## src/rtl/array_pkg.sv

```systemverilog
// Shared constants and types for the array packer.
// Two arrays of ARR_N elements, each ARR_W bits wide, are assembled back to back.
package array_pkg;

    localparam int ARR_N = 10;
    localparam int ARR_W = 8;
    localparam int CNT_W = $clog2(ARR_N);

    typedef enum logic [1:0] {
        FILL_A = 2'd0,
        FILL_B = 2'd1,
        HOLD   = 2'd2
    } state_t;

endpackage

```

## src/rtl/elem_shift_reg.sv

```systemverilog
// Element-wide shift register: new elements enter at the LSB end and older ones
// move toward the MSB, so the first element of a full load sits in [N*W-1 -: W].
module elem_shift_reg #(
    parameter int N = 10,
    parameter int W = 8
) (
    input  logic           clk,
    input  logic           res,
    input  logic           clr,
    input  logic           en,
    input  logic [W-1:0]   din,
    output logic [N*W-1:0] data
);

    always_ff @(posedge clk or negedge res) begin
        if (!res) begin
            data <= '0;
        end else if (clr) begin
            data <= '0;
        end else if (en) begin
            data <= {data[(N-1)*W-1:0], din};
        end
    end

endmodule

```

## src/rtl/array_packer.sv

```systemverilog
// Serial-to-parallel packer that assembles num1 then num2 and presents them as a
// stable pair. Defining ARRAY_PACKER_CHECKSUM_EN adds the chk output (sum of the pair).
module array_packer
    import array_pkg::*;
#(
    parameter int N = ARR_N,
    parameter int W = ARR_W
) (
    input  logic           clk,
    input  logic           res,
    input  logic           flush,
    input  logic           in_valid,
    output logic           in_ready,
    input  logic [W-1:0]   in_data,
    output logic [N*W-1:0] num1,
    output logic [N*W-1:0] num2,
    output logic           out_valid,
    input  logic           out_ready,
    output logic [1:0]     state_dbg
`ifdef ARRAY_PACKER_CHECKSUM_EN
    ,
    output logic [15:0]    chk
`endif
);

    localparam int CW = (N > 1) ? $clog2(N) : 1;
    localparam logic [CW-1:0] LAST = CW'(N - 1);

    // Handshakes: an element transfers on a rising edge where in_valid && in_ready;
    // a pair transfers on a rising edge where out_valid && out_ready. in_data must
    // stay stable while in_valid is high and in_ready is low. flush overrides both.
    state_t          state;
    logic [CW-1:0]   count;
    logic [N*W-1:0]  a_data;
    logic [N*W-1:0]  b_data;
    logic            accept;
    logic            last;
    logic            a_en;
    logic            b_en;

    assign accept    = in_valid && in_ready && !flush;
    assign last      = (count == LAST);
    assign a_en      = accept && (state == FILL_A);
    assign b_en      = accept && (state == FILL_B);
    assign state_dbg = state;

    elem_shift_reg #(.N(N), .W(W)) u_reg_a (
        .clk  (clk),
        .res  (res),
        .clr  (flush),
        .en   (a_en),
        .din  (in_data),
        .data (a_data)
    );

    elem_shift_reg #(.N(N), .W(W)) u_reg_b (
        .clk  (clk),
        .res  (res),
        .clr  (flush),
        .en   (b_en),
        .din  (in_data),
        .data (b_data)
    );

`ifdef ARRAY_PACKER_CHECKSUM_EN
    logic [15:0] acc;
    logic [15:0] acc_next;

    assign acc_next = acc + 16'(in_data);

    always_ff @(posedge clk or negedge res) begin
        if (!res) begin
            acc <= '0;
            chk <= '0;
        end else if (flush) begin
            acc <= '0;
        end else if (accept) begin
            if (state == FILL_B && last) begin
                chk <= acc_next;
                acc <= '0;
            end else begin
                acc <= acc_next;
            end
        end
    end
`endif

    always_ff @(posedge clk or negedge res) begin
        if (!res) begin
            state     <= FILL_A;
            count     <= '0;
            in_ready  <= 1'b0;
            out_valid <= 1'b0;
            num1      <= '0;
            num2      <= '0;
        end else if (flush) begin
            state     <= FILL_A;
            count     <= '0;
            in_ready  <= 1'b1;
            out_valid <= 1'b0;
        end else begin
            case (state)
                FILL_A: begin
                    in_ready <= 1'b1;
                    if (accept) begin
                        if (last) begin
                            count <= '0;
                            state <= FILL_B;
                        end else begin
                            count <= count + 1'b1;
                        end
                    end
                end
                FILL_B: begin
                    in_ready <= 1'b1;
                    if (accept) begin
                        if (last) begin
                            // B's final shift lands on this same edge, so splice it in here.
                            count     <= '0;
                            state     <= HOLD;
                            num1      <= a_data;
                            num2      <= {b_data[(N-1)*W-1:0], in_data};
                            out_valid <= 1'b1;
                            in_ready  <= 1'b0;
                        end else begin
                            count <= count + 1'b1;
                        end
                    end
                end
                HOLD: begin
                    if (out_valid && out_ready) begin
                        out_valid <= 1'b0;
                        in_ready  <= 1'b1;
                        state     <= FILL_A;
                    end else begin
                        in_ready  <= 1'b0;
                    end
                end
                default: begin
                    state     <= FILL_A;
                    count     <= '0;
                    in_ready  <= 1'b1;
                    out_valid <= 1'b0;
                end
            endcase
        end
    end

endmodule

```

## config.mk

```make
export PLATFORM = sky130hd
export DESIGN_NAME = array_packer
export DESIGN_NICKNAME = d
export VERILOG_FILES = /design/src/rtl/array_pkg.sv /design/src/rtl/elem_shift_reg.sv /design/src/rtl/array_packer.sv
export SDC_FILE = /design/constraint.sdc
export NUM_CORES = 1
export LEC_CHECK = 0
export CAP_MARGIN = 20
export CORE_ASPECT_RATIO = 1.75
export CORE_MARGIN = 2
export CORE_UTILIZATION = 35
export DETAILED_ROUTE_END_ITERATION = 16
export DONT_BUFFER_PORTS = 1
export PLACE_DENSITY_LB_ADDON = 0.25
export SLEW_MARGIN = 20
export SYNTH_ARGS = -nofsm -noshare
export SYNTH_HDL_FRONTEND = slang
export SYNTH_SLANG_ARGS = --single-unit
export TNS_END_PERCENT = 100
```

## constraint.sdc

```tcl
create_clock -name clk -period 5.3 [get_ports clk]
set_input_delay 0.53 -clock clk [delete_from_list [all_inputs] [get_ports clk]]
set_output_delay 0.53 -clock clk [all_outputs]
set_load 0.005 [all_outputs]
```

# After elaboration in Yosys (flattened, before gate mapping)
# Index checks and enable logic that the tools add are counted.
[op_classes]
div = 0
bitwise = 1
n_shift = 0
eq_ne = 11
n_mux = 25
reduce_logical = 14
addsub = 1
magnitude_cmp = 0
multipliers = 0
[op_table]
columns = ["op", "n"]
rows = [
  ["$mux W80", 2],
  ["$mux W72", 2],
  ["$ne A3 B3 Y1 const B", 5],
  ["$mux W2", 6],
  ["$mux W4", 3],
  ["$mux W1", 8],
  ["$pmux W4 S2", 1],
  ["$reduce_and A4 Y1", 2],
  ["$pmux W2 S3", 1],
  ["$logic_and A1 B1 Y1", 5],
  ["$reduce_and A5 Y1", 1],
  ["$add A4 B1 Y4 const B", 1],
  ["$eq A4 B4 Y1 const B", 1],
  ["$ne A2 B2 Y1 const B", 2],
  ["$reduce_bool A2 Y1", 2],
  ["$ne A3 B1 Y1 const B", 1],
  ["$pmux W1 S3", 1],
  ["$eq A2 B1 Y1 const B", 1],
  ["$eq A2 B2 Y1 const B", 1],
  ["$logic_not A2 Y1", 1],
  ["$pmux W1 S2", 1],
  ["$reduce_and A2 Y1", 1],
  ["$reduce_or A2 Y1", 1],
  ["$logic_not A1 Y1", 1],
  ["$not A1 Y1", 1],
]
[totals]
regBits = 320
out_inout_bits = 164
memories = 0
latchBits = 0
romBits = 0
mem_bits_rw = 0

# Logic depth before layout (Yosys ltp)
[logic_depth]
word_depth = 5
ltp_mapped = 9

# By module
# Synthesis repeated with hierarchy kept, for this count alone.
[unflattened]
hier_cells = 911
area_unflattened_um2 = 13095.1
[by_module_without_submodules]
columns = ["mod", "cells_each", "instances", "area_per_inst_um2", "seq_area_each_um2"]
rows = [
  ["array_packer", 395, 1, 6556.3, 4204.0],
  ["elem_shift_reg", 258, 2, 3269.4, 2001.9],
]

# Least setup slack after synthesis
# No wires, ideal clock.
[synth_path]
kind = "register -> register"
from = "register count[1]"
to = "register num1[57]"
n_path_buf = 2
path_slack_ps = 3517
arrival_time_ps = 1655
stages_incl_launch_ff = 9
path_cell_list = "dfrtp_1 > inv_1 > ha_1 > and3b_2 > nand3_2 > nor2_4 > buf_8 > buf_6 > mux2_1"
[synth_between]
elab_chain_len = 2
[synth_lines]
columns = ["element", "line", "rtl"]
rows = [
  ["start, declared", "array_packer.sv:33", "logic [CW-1:0] count;"],
  ["start signal, assigned", "array_packer.sv:110", "count <= count + 1'b1;"],
  ["start signal, assigned", "array_packer.sv:126", "count <= count + 1'b1;"],
  ["$eq A4 B4 Y1", "array_packer.sv:42", "assign last = (count == LAST);"],
  ["$reduce_and A4 Y1 (no line)", "--", ""],
  ["end signal, assigned", "array_packer.sv:121", "num1 <= a_data;"],
  ["end, declared", "array_packer.sv:15", "output logic [N*W-1:0] num1,"],
]
# No other way between the ends.
# A chain may end at the register's enable or synchronous reset.

# Worst setup path in the final report
[layout_path]
from = "register state[1], in the netlist state_dbg[1]"
to = "register u_reg_a.data[35]"
[layout_between]
elab_chain_len = 3
[layout_lines]
columns = ["element", "line", "rtl"]
rows = [
  ["start, declared", "array_packer.sv:32", "state_t state;"],
  ["start signal, assigned", "array_packer.sv:90", "state <= FILL_A;"],
  ["start signal, assigned", "array_packer.sv:97", "state <= FILL_A;"],
  ["start signal, assigned", "array_packer.sv:108", "state <= FILL_B;"],
  ["$logic_not A2 Y1", "array_packer.sv:43", "assign a_en = accept && (state == FILL_A);"],
  ["$logic_and A1 B1 Y1", "array_packer.sv:43", ""],
  ["$reduce_bool A2 Y1 (no line)", "--", ""],
  ["end signal, assigned", "elem_shift_reg.sv:21", "data <= {data[(N-1)*W-1:0], din};"],
  ["end, declared", "elem_shift_reg.sv:12", "output logic [N*W-1:0] data"],
]
# No other way between the ends.

==> results.tsv <==
metric	value	unit
firstDrtPassIters	4	
finalWirelength	26.8	mm
dieHeight	257	um
hold_viol_final	320	
status	complete, but fails checks	
worstSetupPathType	flip-flop to flip-flop	
grt_setup_unrepaired	false	
cp_max_fo	37	
cts_sinks	320	
num_io_pins	177	
wl_per_cell	17.7	um
violations	hold timing	
numPortBuffers	0	
syn_area	0.0128	mm2
max-slew-margin-rel	43.4	%
num_vias	7204	
slowest_delay	0.68	ns
worst-slew-pin-transition	0.849	ns
ys_seq_area_share	62.6	%
clock_skew	0.0205	ns
dieArea	0.0382	mm2
grt_use_total	13.9	%
clock_tree.buffer_depth	3	
yosysWarnings	0	
rows	92	
vias_per_cell	4.76	
syn_nets	1069	
timing.fmax	0.410	GHz
finalSetupViolCount	0	
cpMaxStageDelayCell	nor2b_4	
reg2reg_from	state_dbg[1]$_DFFE_PN0P_	
die_x	149	um
finalCritPeriodShare	46.0	%
leakage	6.60	nW
hp-class	input pin to asynchronous set/reset pin	
cp-startpoint	state_dbg[1]$_DFFE_PN0P_	
h-tree-depth	1	
mostFrequentLayoutCells	dfrtp_1 (320), nand2b_1 (157), nand2_1 (155), o21ai_0 (131), mux2_1 (100)	
postCtsSetupRepairBufs	0	
cap_violations	0	
grt_pass1_wl	42.6	mm
start_util	35.5	%
root_buffer	clkbuf_16	
grt_max_degree	321	
antenna_left	0	
syn_inst	1050	
setup_tns	0	ns
drc_errors	0	
first_iter_violations	363	
area_growth	10.3	%
grt_pass1_vias	7331	
worst-path-stages	6	
insertion_delay	0.56	ns
cts_tree	done	
n_antenna_cell	0	
numCtsBuffers	29	
path_buf_inv	2	
synth_cell_types	32	
critPathLaunchType	flip-flop	
place.gp.congestion	0.715	
avgSynthCellArea	12.2	um2
crit_required	5.72	ns
synth-seq-cells	320	
period_minus_slack	2.44	ns
design.core.area	0.0360	mm2
cp.arrival	2.85	ns
antenna_found_initial	0	
ir_worst_vdd	0.208	mV
drive_above_1_share	12.0	%
clkTransAtPathRegs	0.07	ns
power	4.69	mW
powerDensity	333	mW/mm2
overflow	0	
crit_chain	inv_1 -> ha_1 -> nor2b_1 -> nor2b_4 -> buf_4 -> o21ai_0	
nets	1040	
crit_path_end_kind	flip-flop	
holdWs	-0.333	ns
cts_resized	0	
layout_commonest_cell	dfrtp_1	
critical-path-top-delay-family	simple AND/OR/NAND/NOR gates	
slew_violations	0	
rr_worst_depth	6	
dp_hpwl	16.3	mm
-- where the power goes --
group / switching [mW] / internal (mW)
combinational: 0.0269 / 0.0292
sequential: 0.0112 / 2.45
clock: 0.937 / 1.24
-- worst paths after layout --
check | end | slack [ns]
max in group asynchronous | num2[10]$_DFFE_PN0P_ | 4.99
hold / removal | num1[49]$_DFFE_PN0P_ | -0.33
min in group clk | u_reg_a.data[0]$_DFFE_PN0P_ | 0.09
setup reg to reg | u_reg_a.data[35]$_DFFE_PN0P_ | 2.86
setup / recovery | u_reg_a.data[35]$_DFFE_PN0P_ | 2.86
hold reg to reg | num1[72]$_DFFE_PN0P_ | 0.49
-- final cells by class --
cell class                      instances  area [um2]
Tap cell                              470         588
Inverter                                4        15.0
Clock buffer                           36         812
Multi-Input combinational cell        659        4420
Clock inverter                         17         179
Sequential cell                       320        8010
Timing Repair Buffer                    7        90.1
Fill cell                            3424       21900
-- flip-flops by register name, indices dropped and copies added (netlist names) --
register,flops
num2,80
in_ready,1
u_reg_a.data,80
out_valid,1
u_reg_b.data,72
state_dbg,2
count,4
num1,80
-- cells by family (layout without fill, tap and decap cells) --
| family | Yosys count | after routing | share of synthesized area (%) |
|---|---|---|---|
| buffers and inverters | 71 | 64 | 2.99 |
| adder cells (fa/ha/maj) | 6 | 6 | 0.587 |
| AO/OA/AOI/OAI | 164 | 164 | 6.66 |
| multiplexers | 162 | 162 | 14.2 |
| flip-flops | 320 | 320 | 62.6 |
| AND/OR/NAND/NOR | 327 | 327 | 13.0 |
-- worst reg2reg max path: cells and delay by family (launching register included) --
kind	cells	cell delay, ns
AOI/OAI and AO/OA	1	0.17
adders and majority gates	1	0.22
DFF	1	0.43
and+or+nand+nor	2	0.92
buffers and inverters	2	0.56
-- metrics by stage --
stage	util, %	area (um2)	setup WS (ns)	cells
after detailed placement	36.4	13100	2.86	1460
after global placement	36.4	13100	2.93	1460
after CTS	39.2	14100	2.82	1513
after floorplan	-	12800	3.52	1050
after global routing	39.2	14100	2.62	1513
final	39.2	14100	2.86	1513
-- cells in the mapped netlist --
cell type,count,area share [%]
buf_8,1,0.12
a31o_2,1,0.068
a21oi_1,1,0.039
nor2_4,1,0.088
mux2_1,100,8.8
nand3_2,1,0.078
and3b_2,1,0.078
nand3_1,1,0.039
o2bb2ai_1,2,0.14
mux2i_1,2,0.16
mux2_2,60,5.3
nor2b_1,3,0.15
nor2_2,1,0.049
o31ai_1,1,0.059
dfrtp_1,320,63
clkbuf_1,32,0.94
nand4b_1,1,0.068
o21ai_1,22,0.86
o32a_1,1,0.078
o21ai_0,131,5.1
nand2b_1,157,7.7
and3_1,1,0.049
a21boi_0,1,0.059
nand2_1,155,4.5
buf_2,24,0.94
o22ai_1,1,0.049
inv_1,4,0.12
o31a_1,1,0.068
buf_6,10,0.88
nor2_1,5,0.15
ha_1,6,0.59
o21bai_1,2,0.12
-- metal layers --
metal | track usage (%) | routed length (um) | vias up
met5 | 0 | 0 | -
met4 | 4.37 | 676 | 0
met3 | 3.32 | 1650 | 43
met2 | 24.8 | 13900 | 157
met1 | 16.4 | 10500 | 3580
li1 | - | - | 3424
(Power assumes the default switching activity.)
